--- src/rtl/nested_loop_pkg.sv ---
// Shared types and helpers for the nested initiation-interval loop counter.
package nested_loop_pkg;

  typedef enum logic {IDLE, RUN} state_t;

  // Width needed to count 0..II inclusive.
  function automatic int ii_cnt_w(input int ii);
    return $clog2(ii + 1);
  endfunction

  // Bit offset of dimension d inside a flat DIMS*W vector.
  function automatic int slice_lo(input int d, input int w);
    return d * w;
  endfunction

endpackage

--- src/rtl/loop_dim_counter.sv ---
// One loop dimension: holds its index, wraps at trip-1 and carries outward.
module loop_dim_counter #(
  parameter int W = 32
) (
  input  logic         clk,
  input  logic         rst,
  input  logic         clear,
  input  logic         inc,
  input  logic [W-1:0] trip,
  output logic [W-1:0] idx,
  output logic         at_max,
  output logic         wrap
);

  logic [W-1:0] idx_q;

  // A (re)start issues iteration 0 this cycle, so the visible index is forced
  // to zero and any advance is taken from that base.
  assign idx    = clear ? '0 : idx_q;
  assign at_max = (idx == trip - W'(1));
  assign wrap   = inc & at_max;

  always_ff @(posedge clk) begin
    if (rst)        idx_q <= '0;
    else if (inc)   idx_q <= at_max ? '0 : idx + W'(1);
    else if (clear) idx_q <= '0;
  end

endmodule

--- src/rtl/nested_ii_loop_counter.sv ---
// DIMS-deep loop nest issued at a fixed initiation interval, gated by en.
// Optional perf counters enabled by defining NESTED_LOOP_PERF_EN.
module nested_ii_loop_counter
  import nested_loop_pkg::*;
#(
  parameter int DIMS = 2,
  parameter int W    = 32,
  parameter int II   = 1
) (
  input  logic              clk,
  input  logic              rst,
  input  logic              start,
  input  logic              en,
  input  logic [DIMS*W-1:0] trip_counts,
  output logic              fire,
  output logic [DIMS*W-1:0] idx,
  output logic              last,
  output logic              busy,
  output logic              done
`ifdef NESTED_LOOP_PERF_EN
  ,
  output logic [W-1:0]      perf_iters,
  output logic [W-1:0]      perf_stalls
`endif
);

  localparam int CW = ii_cnt_w(II);

  state_t            state_q, state_d;
  logic [CW-1:0]     ii_cnt;
  logic [DIMS*W-1:0] trip_q, trip_eff;
  logic [DIMS-1:0]   at_max, wrap, carry, trip_zero;
  logic              start_ok, run_fire, nest_end;

  assign busy     = (state_q == RUN);
  assign trip_eff = start ? trip_counts : trip_q;
  assign start_ok = start & ~|trip_zero;
  assign run_fire = busy & en & (ii_cnt == CW'(II - 1));
  // start overrides whatever the running nest was about to do.
  assign fire     = start ? start_ok : run_fire;
  assign last     = fire & (&at_max);
  assign nest_end = wrap[DIMS-1];
  assign done     = (start & ~start_ok) | last;

  for (genvar d = 0; d < DIMS; d++) begin : g_dim
    localparam int LO = slice_lo(d, W);

    assign trip_zero[d] = (trip_counts[LO +: W] == '0);
    if (d == 0) begin : g_c0
      assign carry[d] = fire;
    end else begin : g_cn
      assign carry[d] = wrap[d-1];
    end

    loop_dim_counter #(.W(W)) u_dim (
      .clk    (clk),
      .rst    (rst),
      .clear  (start),
      .inc    (carry[d]),
      .trip   (trip_eff[LO +: W]),
      .idx    (idx[LO +: W]),
      .at_max (at_max[d]),
      .wrap   (wrap[d])
    );
  end

  always_comb begin
    state_d = state_q;
    if (start)                    state_d = (start_ok & ~nest_end) ? RUN : IDLE;
    else if (run_fire & nest_end) state_d = IDLE;
  end

  always_ff @(posedge clk) begin
    if (rst) begin
      state_q <= IDLE;
      ii_cnt  <= '0;
      trip_q  <= '0;
    end else begin
      state_q <= state_d;
      if (start) begin
        trip_q <= trip_counts;
        ii_cnt <= '0;
      end else if (busy & en) begin
        ii_cnt <= (ii_cnt == CW'(II - 1)) ? '0 : ii_cnt + 1'b1;
      end
    end
  end

`ifdef NESTED_LOOP_PERF_EN
  always_ff @(posedge clk) begin
    if (rst) begin
      perf_iters  <= '0;
      perf_stalls <= '0;
    end else if (start) begin
      perf_iters  <= {{(W-1){1'b0}}, start_ok};
      perf_stalls <= '0;
    end else begin
      if (fire && !(&perf_iters))           perf_iters  <= perf_iters + 1'b1;
      if (busy && !en && !(&perf_stalls))   perf_stalls <= perf_stalls + 1'b1;
    end
  end
`endif

endmodule

--- config.mk ---
export PLATFORM = sky130hd
export DESIGN_NAME = nested_ii_loop_counter
export DESIGN_NICKNAME = d
export VERILOG_FILES = /design/src/rtl/nested_loop_pkg.sv /design/src/rtl/loop_dim_counter.sv /design/src/rtl/nested_ii_loop_counter.sv
export SDC_FILE = /design/constraint.sdc
export NUM_CORES = 1
export LEC_CHECK = 0
export CORE_UTILIZATION = 40
export CTS_BUF_LIST = sky130_fd_sc_hd__clkbuf_4
export CTS_CLUSTER_SIZE = 14
export DETAILED_ROUTE_END_ITERATION = 8
export GPL_TIMING_DRIVEN = 0
export PLACE_DENSITY_LB_ADDON = 0.05
export SYNTH_ARGS = -nofsm -noshare
export SYNTH_HDL_FRONTEND = slang
export SYNTH_HIERARCHICAL = 1
export SYNTH_SLANG_ARGS = --single-unit
--- constraint.sdc ---
create_clock -name clk -period 6.18 [get_ports clk]
set_input_delay 0.927 -clock clk [delete_from_list [all_inputs] [get_ports clk]]
set_output_delay 0.927 -clock clk [all_outputs]
set_load 0.01 [all_outputs]
==> results.toml <==
[global_route]
antenna_found_initial = 1
grt_use_total_pct = 23.70
grt_util_met2_pct = 42.36
grt_pass1_vias = 8038
use_met3_pct = 4.063
grt_first_pass_wirelength_mm = 43.84
busiest_layer = "met2"
gr-usage-met1_pct = 29.15
grt-ovfl-total = 0
grt_max_degree = 17

[job]
cap_violations = 0

[sta]
tightest_slew_ns = 0.7967
slew_headroom_pct = 45.36
worst_slack_ns = 0.1343
hold_viol = 0
setup_viol = 0
fmax_ghz = 0.1654
timing.final.crit_share_pct = 97.83
finalClockSkew_ns = 0.02141
final_max_slew_viol_count = 0
setup_tns_ns = 0
period_needed_ns = 6.046

[floorplan]
die_area_um2 = 23770
io_pins = 136
fp.dieH_um = 154.2
start_util_pct = 40.91
die_w_um = 154.2
core_area_um2 = 22640
row_count = 55

[setup_path]
critPathLaunch = "start"
path_max_fanout = 10
reg2reg_from = "trip_q[1]$_SDFF_PP0_"
reg2reg_setup_slack_ns = 0.72
worstSetupEndpointType = "flop"
cp-endpoint = "g_dim[1].u_dim/idx_q[31]$_SDFF_PP0_"
timing.rr.end = "g_dim[1].u_dim/idx_q[31]$_SDFF_PP0_"
setup.worst_path.class = "in -> reg"
ff2ff_path_depth = 20
crit_path_start_kind = "primary input"
arrival_ns = 6.49
crit_required_ns = 6.62

[layout]
final_nets = 1305
drive_gt1_share_pct = 15.17
fillerInstances = 2217
area_delta_synth_final_pct = 25.14
layout.cells.non_filler = 1533

[yosys]
synthCells = 1068
netlist_area_um2 = 9263
synth_area_leaders = "dfxtp_1 28%, mux2_4 10%, nor2b_1 8.2%"
synth_cell_type_count = 60
synth_top_area_share_pct = 27.88
synth-seq-cells = 129
synthFlopType = "dfxtp_1"
postSynthAreaPerCell_um2 = 8.673
synth.most_common_cell = "dfxtp_1"
synth_fp_nets = 1140
yosysTopAreaCell = "dfxtp_1"
ys_top_cells_by_count = "129 x dfxtp_1, 121 x nor2b_1, 93 x nor2_1"
ys_seq_area_share_pct = 27.88
yosysWarnings = 6
synth-edff-count = 0
synthArstFlopShare_pct = 0

[power_and_ir_drop]
p_sw_mw = 0.5929
comb_power_share_pct = 22.6
p_clk_share_pct = 33.9
power.internal_mw = 1.396
switching_share_pct = 29.81
power.leakage_nw = 4.188
ir_drop_mv = 0.1216
pwr-share-seq_pct = 43.5
power_mw = 1.989
power_density_nw_per_um2 = 171.6

[placed_design]
place_inst = 1488
place_congestion = 0.8821
hpwl_mm = 21.60
io_buffer_count = 135
pre_cts_slack_ns = -2.144

[routing]
drt_iter0_markers = 502
drc_errors = 0
postRouteAntennaNets = 0
wl_per_cell_um = 18.23
dr_total_vias = 8260
avgViaCountPerCell = 5.388
drt-pass1-iter-count = 5
wl_mm = 27.95

[cts]
cts_made_buffers = 17
clk_latency_ns = 0.53
clockBufferDepth = 2
root_buffer = "clkbuf_4"
ctsHoldBuffers = 0
htree_levels = 4
tritoncts = "done"
clock-sinks = 129
cts.clk_slew.worst_paths_ns = 0.13

[hold_path]
holdCritPathClass = "reg -> reg"

[run_status]
outcome = "complete, no violations"
## cell families (layout without fill, tap and decap cells)
family / count (synthesis) / after routing / synth area share, %
muxes: 71 / 71 / 11.16
DFF: 129 / 129 / 27.88
AOI/OAI and AO/OA: 107 / 107 / 8.956
and+or+nand+nor: 524 / 524 / 32.55
xor gates and xnor gates: 142 / 142 / 14.02
buffers and inverters: 91 / 269 / 4.890
other: 0 / 2 / 0
adders and majority gates: 4 / 4 / 0.5403
## metal layers
layer,up-vias,share of wire [%],wire (µm)
met2,165,50,13900
met4,0,2.0,546
met1,3952,45,12660
li1,4115,-,-
met3,28,3.0,840
met5,-,0,0
## cell type report
| class | count | area [µm²] | area share [%] |
|---|---|---|---|
| antenna | 2 | 5.005 | 0.04318 |
| tap | 285 | 356.6 | 3.076 |
| multi-input combinational | 848 | 6389 | 55.12 |
| clock inverter | 14 | 188.9 | 1.630 |
| clock buffer | 18 | 135.1 | 1.166 |
| buffer | 68 | 402.9 | 3.476 |
| inverter | 21 | 78.83 | 0.6801 |
| timing repair buffer | 148 | 1453 | 12.53 |
| sequential | 129 | 2582 | 22.28 |
## registers in the layout, indices dropped and copies added, names as in the netlist
name and flops:
busy 1, trip_q 64, g_dim.u_dim/idx_q 64
## power groups by stage
stage / clock network [mW] / logic (mW) / registers, mW
2_1_floorplan: 0 / 0.296 / 0.882
3_3_place_gp: 0 / 0.432 / 0.883
3_5_place_dp: 0 / 0.431 / 0.884
4_1_cts: 0.694 / 0.440 / 0.865
5_1_grt: 0.733 / 0.485 / 0.868
6_report: 0.673 / 0.450 / 0.865
## worst min-delay path by stage
stage	startpoint	to	slack, ns	depth (start not counted)
detailed placement	busy$_SDFFE_PP0P_	busy$_SDFFE_PP0P_	0.49	2
global placement	busy$_SDFFE_PP0P_	busy$_SDFFE_PP0P_	0.50	2
global route	busy$_SDFFE_PP0P_	busy$_SDFFE_PP0P_	0.56	2
CTS	busy$_SDFFE_PP0P_	busy$_SDFFE_PP0P_	0.51	2
floorplan	g_dim[0].u_dim/idx_q[24]$_SDFF_PP0_	g_dim[0].u_dim/idx_q[24]$_SDFF_PP0_	0.50	2
finish	busy$_SDFFE_PP0P_	busy$_SDFFE_PP0P_	0.50	2
## cell usage in the layout (no fill, tap or decap), types with 11 or more instances in the layout
master / synthesis / routed
clkdlybuf4s50_1: 0 / 130
nor4_1: 40 / 36
dfxtp_1: 129 / 129
clkbuf_1: 48 / 46
xnor2_1: 83 / 83
nand3_1: 32 / 32
mux2_4: 64 / 64
inv_1: 21 / 21
buf_4: 1 / 13
clkbuf_4: 0 / 18
nor3_2: 15 / 20
nor2b_1: 121 / 121
or3_1: 16 / 14
nand2_1: 52 / 51
nand4_1: 25 / 25
xor2_1: 55 / 55
a21oi_1: 12 / 12
nor3_1: 37 / 30
o21ai_0: 23 / 23
or4_1: 15 / 13
buf_6: 13 / 11
and3_1: 16 / 15
nor2_1: 93 / 92
## critical path, cell delays in order
cell and delay [ns]:
buf_8 0.14, buf_12 0.15, buf_12 0.15, mux2_4 0.34
or4_1 0.55, or4_1 0.45, buf_2 0.19, or4_1 0.45
buf_2 0.17, a211o_1 0.26, a2111oi_4 0.40, o22ai_4 0.15
buf_4 0.19, nor4_4 0.29, buf_6 0.17, and3_4 0.20
and4_4 0.26, nand4_1 0.18, nor2_4 0.20, nand4_1 0.22
nor4_2 0.24, xnor2_1 0.15, nor2_1 0.05
## repair_timing
| action | CTS | global route |
|---|---|---|
| resized for setup | 26 | 32 |
| setup buffers | 3 | 10 |
| pin swaps | 6 | 12 |
| endpoints found under the setup margin | 35 | 14 |
## metrics by stage
stage / hold slack (ns) / utilization, % / instance area, µm²
2_1_floorplan: 0.5045 / - / 9269
3_3_place_gp: 0.4954 / 48.48 / 10980
3_5_place_dp: 0.4913 / 48.48 / 10980
4_1_cts: 0.5062 / 50.38 / 11410
5_1_grt: 0.5606 / 51.20 / 11590
6_report: 0.5016 / 51.20 / 11590
No activity file was read; power rests on OpenSTA's default activity.
